==> config.mk <==
export PLATFORM = sky130hd
export DESIGN_NAME = fifo_read_packer_flat
export DESIGN_NICKNAME = d
export VERILOG_FILES = /design/src/rtl/fifo_read_packer_if.sv /design/src/rtl/fifo_read_packer.sv /design/src/flat_wrapper.sv
export SDC_FILE = /design/constraint.sdc
export NUM_CORES = 1
export LEC_CHECK = 0
export CAP_MARGIN = 10
export CORE_MARGIN = 3
export CORE_UTILIZATION = 50
export CTS_CLUSTER_DIAMETER = 40
export DETAILED_ROUTE_END_ITERATION = 8
export DONT_BUFFER_PORTS = 1
export GPL_ROUTABILITY_DRIVEN = 0
export GPL_TIMING_DRIVEN = 0
export PLACE_DENSITY = 0.68
export SLEW_MARGIN = 20
export SYNTH_ARGS = -nofsm -noshare
export SYNTH_HDL_FRONTEND = slang
export SYNTH_SLANG_ARGS = --single-unit
==> constraint.sdc <==
create_clock -name clk -period 1.2 [get_ports clk]
set_input_delay 0.24 -clock clk [delete_from_list [all_inputs] [get_ports clk]]
set_output_delay 0.24 -clock clk [all_outputs]
set_load 0.02 [all_outputs]
==> src/rtl/fifo_read_packer_if.sv <==
// Bundle between the FIFO read side, the packer and the downstream consumer.
// The master modport is the packer's view of this bundle.
interface fifo_read_packer_if #(
   parameter int DATA_WIDTH = 4
);
   logic                    enable;
   logic                    empty;
   logic [DATA_WIDTH-1:0]   rdata;
   logic                    rinc;
   logic [2*DATA_WIDTH-1:0] out_data;
   logic                    out_valid;
   logic                    out_ready;
   logic                    partial;
   logic [7:0]              word_count;

   modport master (
      input  enable, empty, rdata, out_ready,
      output rinc, out_data, out_valid, partial, word_count
   );

   modport slave (
      output enable, empty, rdata, out_ready,
      input  rinc, out_data, out_valid, partial, word_count
   );
endinterface

==> src/rtl/fifo_read_packer.sv <==
// Pops two consecutive FIFO words and presents them as one packed word.
// The first word popped becomes the low half, the second word the high half.
module fifo_read_packer #(
   parameter int DATA_WIDTH = 4
) (
   input logic                clk,
   input logic                rst,
   fifo_read_packer_if.master bus
);

   typedef enum logic [2:0] {
      IDLE    = 3'd0,
      WAIT_LO = 3'd1,
      REQ_HI  = 3'd2,
      WAIT_HI = 3'd3,
      PRESENT = 3'd4
   } state_t;

   state_t state;
   state_t state_next;
   logic   pop_req;
   logic   handshake;

   assign handshake = bus.out_valid & bus.out_ready;

   // rinc depends on this cycle's empty flag, so it is decoded from state and
   // inputs; reset masks it so a pop can never start while rst is high.
   assign bus.rinc = pop_req & ~rst;

   // Next-state and pop-request decode.
   always_comb begin
      state_next = state;
      pop_req    = 1'b0;
      case (state)
         IDLE: begin
            if (bus.enable && !bus.empty) begin
               pop_req    = 1'b1;
               state_next = WAIT_LO;
            end else begin
               state_next = IDLE;
            end
         end
         WAIT_LO: begin
            state_next = REQ_HI;
         end
         // Once the low half is held, the word is finished regardless of enable.
         REQ_HI: begin
            if (!bus.empty) begin
               pop_req    = 1'b1;
               state_next = WAIT_HI;
            end else begin
               state_next = REQ_HI;
            end
         end
         WAIT_HI: begin
            state_next = PRESENT;
         end
         PRESENT: begin
            if (handshake && bus.enable && !bus.empty) begin
               pop_req    = 1'b1;
               state_next = WAIT_LO;
            end else if (handshake) begin
               state_next = IDLE;
            end else begin
               state_next = PRESENT;
            end
         end
         default: begin
            state_next = IDLE;
         end
      endcase
   end

   // State register.
   always_ff @(posedge clk) begin
      if (rst) begin
         state <= IDLE;
      end else begin
         state <= state_next;
      end
   end

   // Half-word capture; rdata is valid in the cycle after each pop.
   always_ff @(posedge clk) begin
      if (rst) begin
         bus.out_data <= '0;
      end else begin
         case (state)
            WAIT_LO: bus.out_data[DATA_WIDTH-1:0]            <= bus.rdata;
            WAIT_HI: bus.out_data[2*DATA_WIDTH-1:DATA_WIDTH] <= bus.rdata;
            default: bus.out_data                            <= bus.out_data;
         endcase
      end
   end

   // partial covers the gap between the low capture and the high capture.
   always_ff @(posedge clk) begin
      if (rst) begin
         bus.partial <= 1'b0;
      end else begin
         case (state)
            WAIT_LO: bus.partial <= 1'b1;
            WAIT_HI: bus.partial <= 1'b0;
            default: bus.partial <= bus.partial;
         endcase
      end
   end

   // out_valid rises with the completed word and drops on the handshake.
   always_ff @(posedge clk) begin
      if (rst) begin
         bus.out_valid <= 1'b0;
      end else if (state == WAIT_HI) begin
         bus.out_valid <= 1'b1;
      end else if (handshake) begin
         bus.out_valid <= 1'b0;
      end else begin
         bus.out_valid <= bus.out_valid;
      end
   end

   // Completed-handshake counter, wrapping naturally at 256.
   always_ff @(posedge clk) begin
      if (rst) begin
         bus.word_count <= 8'd0;
      end else if (handshake) begin
         bus.word_count <= bus.word_count + 8'd1;
      end else begin
         bus.word_count <= bus.word_count;
      end
   end

endmodule
==> src/flat_wrapper.sv <==
// flat-port wrapper written by rule: the top's interface ports become plain ports
module fifo_read_packer_flat 
#(
   parameter int DATA_WIDTH = 4
)
  (clk, rst, bus_enable, bus_empty, bus_rdata, bus_out_ready, bus_rinc, bus_out_data, bus_out_valid, bus_partial, bus_word_count);
  fifo_read_packer_if #(.DATA_WIDTH(DATA_WIDTH)) bus_i ();
  input logic clk;
  input logic rst;
  input wire logic [$bits(bus_i.enable)-1:0] bus_enable;
  input wire logic [$bits(bus_i.empty)-1:0] bus_empty;
  input wire logic [$bits(bus_i.rdata)-1:0] bus_rdata;
  input wire logic [$bits(bus_i.out_ready)-1:0] bus_out_ready;
  output wire logic [$bits(bus_i.rinc)-1:0] bus_rinc;
  output wire logic [$bits(bus_i.out_data)-1:0] bus_out_data;
  output wire logic [$bits(bus_i.out_valid)-1:0] bus_out_valid;
  output wire logic [$bits(bus_i.partial)-1:0] bus_partial;
  output wire logic [$bits(bus_i.word_count)-1:0] bus_word_count;
  assign bus_i.enable = bus_enable;
  assign bus_i.empty = bus_empty;
  assign bus_i.rdata = bus_rdata;
  assign bus_i.out_ready = bus_out_ready;
  assign bus_rinc = bus_i.rinc;
  assign bus_out_data = bus_i.out_data;
  assign bus_out_valid = bus_i.out_valid;
  assign bus_partial = bus_i.partial;
  assign bus_word_count = bus_i.word_count;
  fifo_read_packer #(.DATA_WIDTH(DATA_WIDTH)) u_core (.clk(clk), .rst(rst), .bus(bus_i));
endmodule
==> flow_summary.json <==
{
  "outcome": "complete, but fails checks",
  "violations": "setup timing",
  "maxCapViolations": 0,
  "synth_area_um2": 845,
  "grt_antenna_before_repair": 0,
  "hold_viol": 0,
  "cts_buffers": 3,
  "p_leak_nw": 0.382,
  "cts_sinks": 21,
  "muxShareOfSynthArea_pct": 9.48,
  "skew_ps": 9.66,
  "grt_pass1_wl_um": 2680,
  "ir_drop_mv": 0.669,
  "synth-xor-area-share_pct": 3.11,
  "slew_viol_final": 0,
  "area_growth_pct": 21.6,
  "hold_depth": 1,
  "min_to": "u_core.state[0]",
  "first_global_vias": 680,
  "vias": 666,
  "port_buffers": 0,
  "clock_latency_ps": 300,
  "start_kind": "register",
  "r2r_cells": 4,
  "synth-edff-count": 0,
  "dr.pass1.iters": 3,
  "place_area_um2": 892,
  "synth-compound-area-share_pct": 12.1,
  "worst_pin_slew_ps": 523,
  "min_path_type": "in2reg",
  "route.detailed.drc": 0,
  "grt_max_degree": 13,
  "ys_warn_count": 0,
  "cts_tree": "built",
  "io_pins": 28,
  "synth_simple_gate_area_share_pct": 22.1,
  "grt.overflow.total": 0,
  "n_fill_cell": 132,
  "synth_nets": 99,
  "fp.coreArea_um2": 1540,
  "power_density_nw_per_um2": 1090,
  "clk_path_buf_depth": 2,
  "seq_area_frac_synth_pct": 49.8,
  "power_mw": 1.12,
  "clock.fmax_mhz": 708,
  "start_util_pct": 54.8,
  "wl_um": 1680,
  "min_from": "bus_enable",
  "fin_ws_ps": -213,
  "rsz0062_at_grt": "true",
  "required_ps": 960,
  "ys.flop_type": "dfxtp_1",
  "die_w_um": 47.1,
  "drtIter0Drc": 3,
  "fin_nets": 108,
  "antennaDiodeCount": 0,
  "crit_arrival_ps": 1170,
  "final-setup-viol-count": 4,
  "synth-adder-area-share_pct": 1.48,
  "reg2reg_to": "u_core.bus.word_count[6]",
  "cts_root_buffer": "clkbuf_4",
  "syn_inst": 89,
  "synth-seq-cells": 21,
  "cts_htree_levels": 1,
  "synth_top_family_by_area": "simple AND/OR/NAND/NOR gates",
  "period_share_pct": 118,
  "end_kind": "primary output",
  "grt_usage_pct": 17.7,
  "avgSynthCellArea_um2": 9.49,
  "synthDistinctLibCells": 25,
  "vias_per_cell": 5.89,
  "fin_area_um2": 1030,
  "drive_gt1_share_pct": 35.1,
  "worstReg2RegStart": "u_core.bus.word_count[1]",
  "cp_max_fo": 8,
  "rows": 14,
  "die_h_um": 47.1,
  "relSlewSlack_pct": 65.1,
  "criticalPathCategory": "reg2out",
  "async_flop_share_pct": 0,
  "r2r_slack_ps": -70,
  "dieArea_um2": 2220,
  "clk_pin_slew_worst_paths_ps": 120,
  "wl_per_cell_um": 14.9,
  "period_needed_ps": 1410,
  "dp_hpwl_um": 1200,
  "postRouteAntennaNets": 0
}
[placed cells by master (no fill, tap or decap), types with 2 or more instances in the layout]
master | netlist | final
mux2i_1 | 8 | 8
nor2_1 | 12 | 12
nand2_4 | 0 | 2
nand3_1 | 4 | 4
buf_4 | 0 | 5
xor2_1 | 2 | 2
dfxtp_1 | 21 | 10
dfxtp_2 | 0 | 4
nand4_1 | 2 | 2
a21oi_1 | 8 | 6
nand2_1 | 5 | 2
o21ai_0 | 4 | 3
dfxtp_4 | 0 | 7
or4_1 | 3 | 2
o31ai_1 | 3 | 3
clkbuf_4 | 0 | 3
a21oi_2 | 0 | 2
clkbuf_1 | 2 | 2
[cell type report]
class                           instances  area, um^2  share of cell area (%)
Buffer                                  2        7.51                   0.731
Clock buffer                            3        22.5                    2.19
Clock inverter                          1        5.00                   0.487
Inverter                                1        3.75                   0.365
Multi-Input combinational cell         64         479                    46.7
Sequential cell                        21         452                    44.0
Tap cell                               16        20.0                    1.95
Timing Repair Buffer                    5        37.5                    3.65
[cell usage after synthesis, drive strengths merged (2+ instances only)]
cell type	count	area (um^2)
dfxtp	21	420
nor2	12	45.0
a21oi	8	40.0
mux2i	8	80.1
nand2	5	18.8
nand3	5	30.0
o21ai	4	20.0
o31ai	3	22.5
or4	3	22.5
clkbuf	2	7.51
nand4	2	12.5
nor3	2	10.0
o211a	2	20.0
or3	2	13.8
xor2	2	17.5
[metrics by stage]
| stage | hold slack, ps | setup TNS [ps] | setup slack (ps) | util, % | cells |
|---|---|---|---|---|---|
| 2_1_floorplan | 378 | -55.2 | -55.2 | - | 89 |
| 3_3_place_gp | 383 | -504 | -89.2 | 57.9 | 105 |
| 3_5_place_dp | 387 | -654 | -109 | 57.9 | 105 |
| 4_1_cts | 63.5 | -421 | -258 | 64.7 | 114 |
| 5_1_grt | 67.2 | -767 | -277 | 66.6 | 113 |
| 6_report | 81.6 | -343 | -213 | 66.6 | 113 |
[timing repair]
action	CTS	global route
pin swaps	6	4
resized for setup	12	11
hold buffers	0	0
setup buffers	5	0
setup endpoints to repair	13	14
[worst max-delay path: stages (launching register included)]
cell	delay, ps
dfxtp_4	450
nand2_4	80
o21ai_4	140
o211a_4	200
[flip-flops by register name (all words and copies together) (netlist names)]
name,count
u_core.state,3
u_core.bus.partial,1
u_core.bus.word_count,8
u_core.bus.out_data,8
u_core.bus.out_valid,1
[metal layers]
metal  wire, um  GRT usage (%)  up-vias  share of wire (%)
met5          0              0        -                  0
met4         12           9.94        0               0.71
met3        120           4.98        2                7.1
met2        869           30.6       18                 52
met1        681           19.3      308                 40
li1           -              -      338                  -
[power breakdown]
group	internal, mW	switching [mW]	total, mW
Sequential	0.697	0.0299	0.727
Clock	0.124	0.211	0.335
Combinational	0.0281	0.0295	0.0576
Total	0.850	0.271	1.12
[kinds of logic (layout without fill, tap and decap cells)]
| kind of cell | count (synthesis) | in the layout |
|---|---|---|
| AND/OR/NAND/NOR | 35 | 35 |
| flip-flops | 21 | 21 |
| AO/OA/AOI/OAI | 17 | 17 |
| multiplexers | 8 | 8 |
| buffers and inverters | 4 | 12 |
| XOR/XNOR | 3 | 3 |
| adder cells (fa/ha/maj) | 1 | 1 |
[worst max-delay path by stage]
stage	start	end	slack (ps)	cells after the start
floorplan	u_core.bus.word_count[0]	u_core.bus.word_count[6]	-60	4
global placement	u_core.bus.word_count[0]	u_core.bus.word_count[6]	-90	4
detailed placement	u_core.bus.word_count[0]	u_core.bus.word_count[6]	-110	4
CTS	u_core.bus.out_valid	bus_rinc	-260	3
global route	u_core.bus.out_valid	bus_rinc	-280	3
finish	u_core.bus.out_valid	bus_rinc	-210	3
Power figures use the tool's default switching activity.
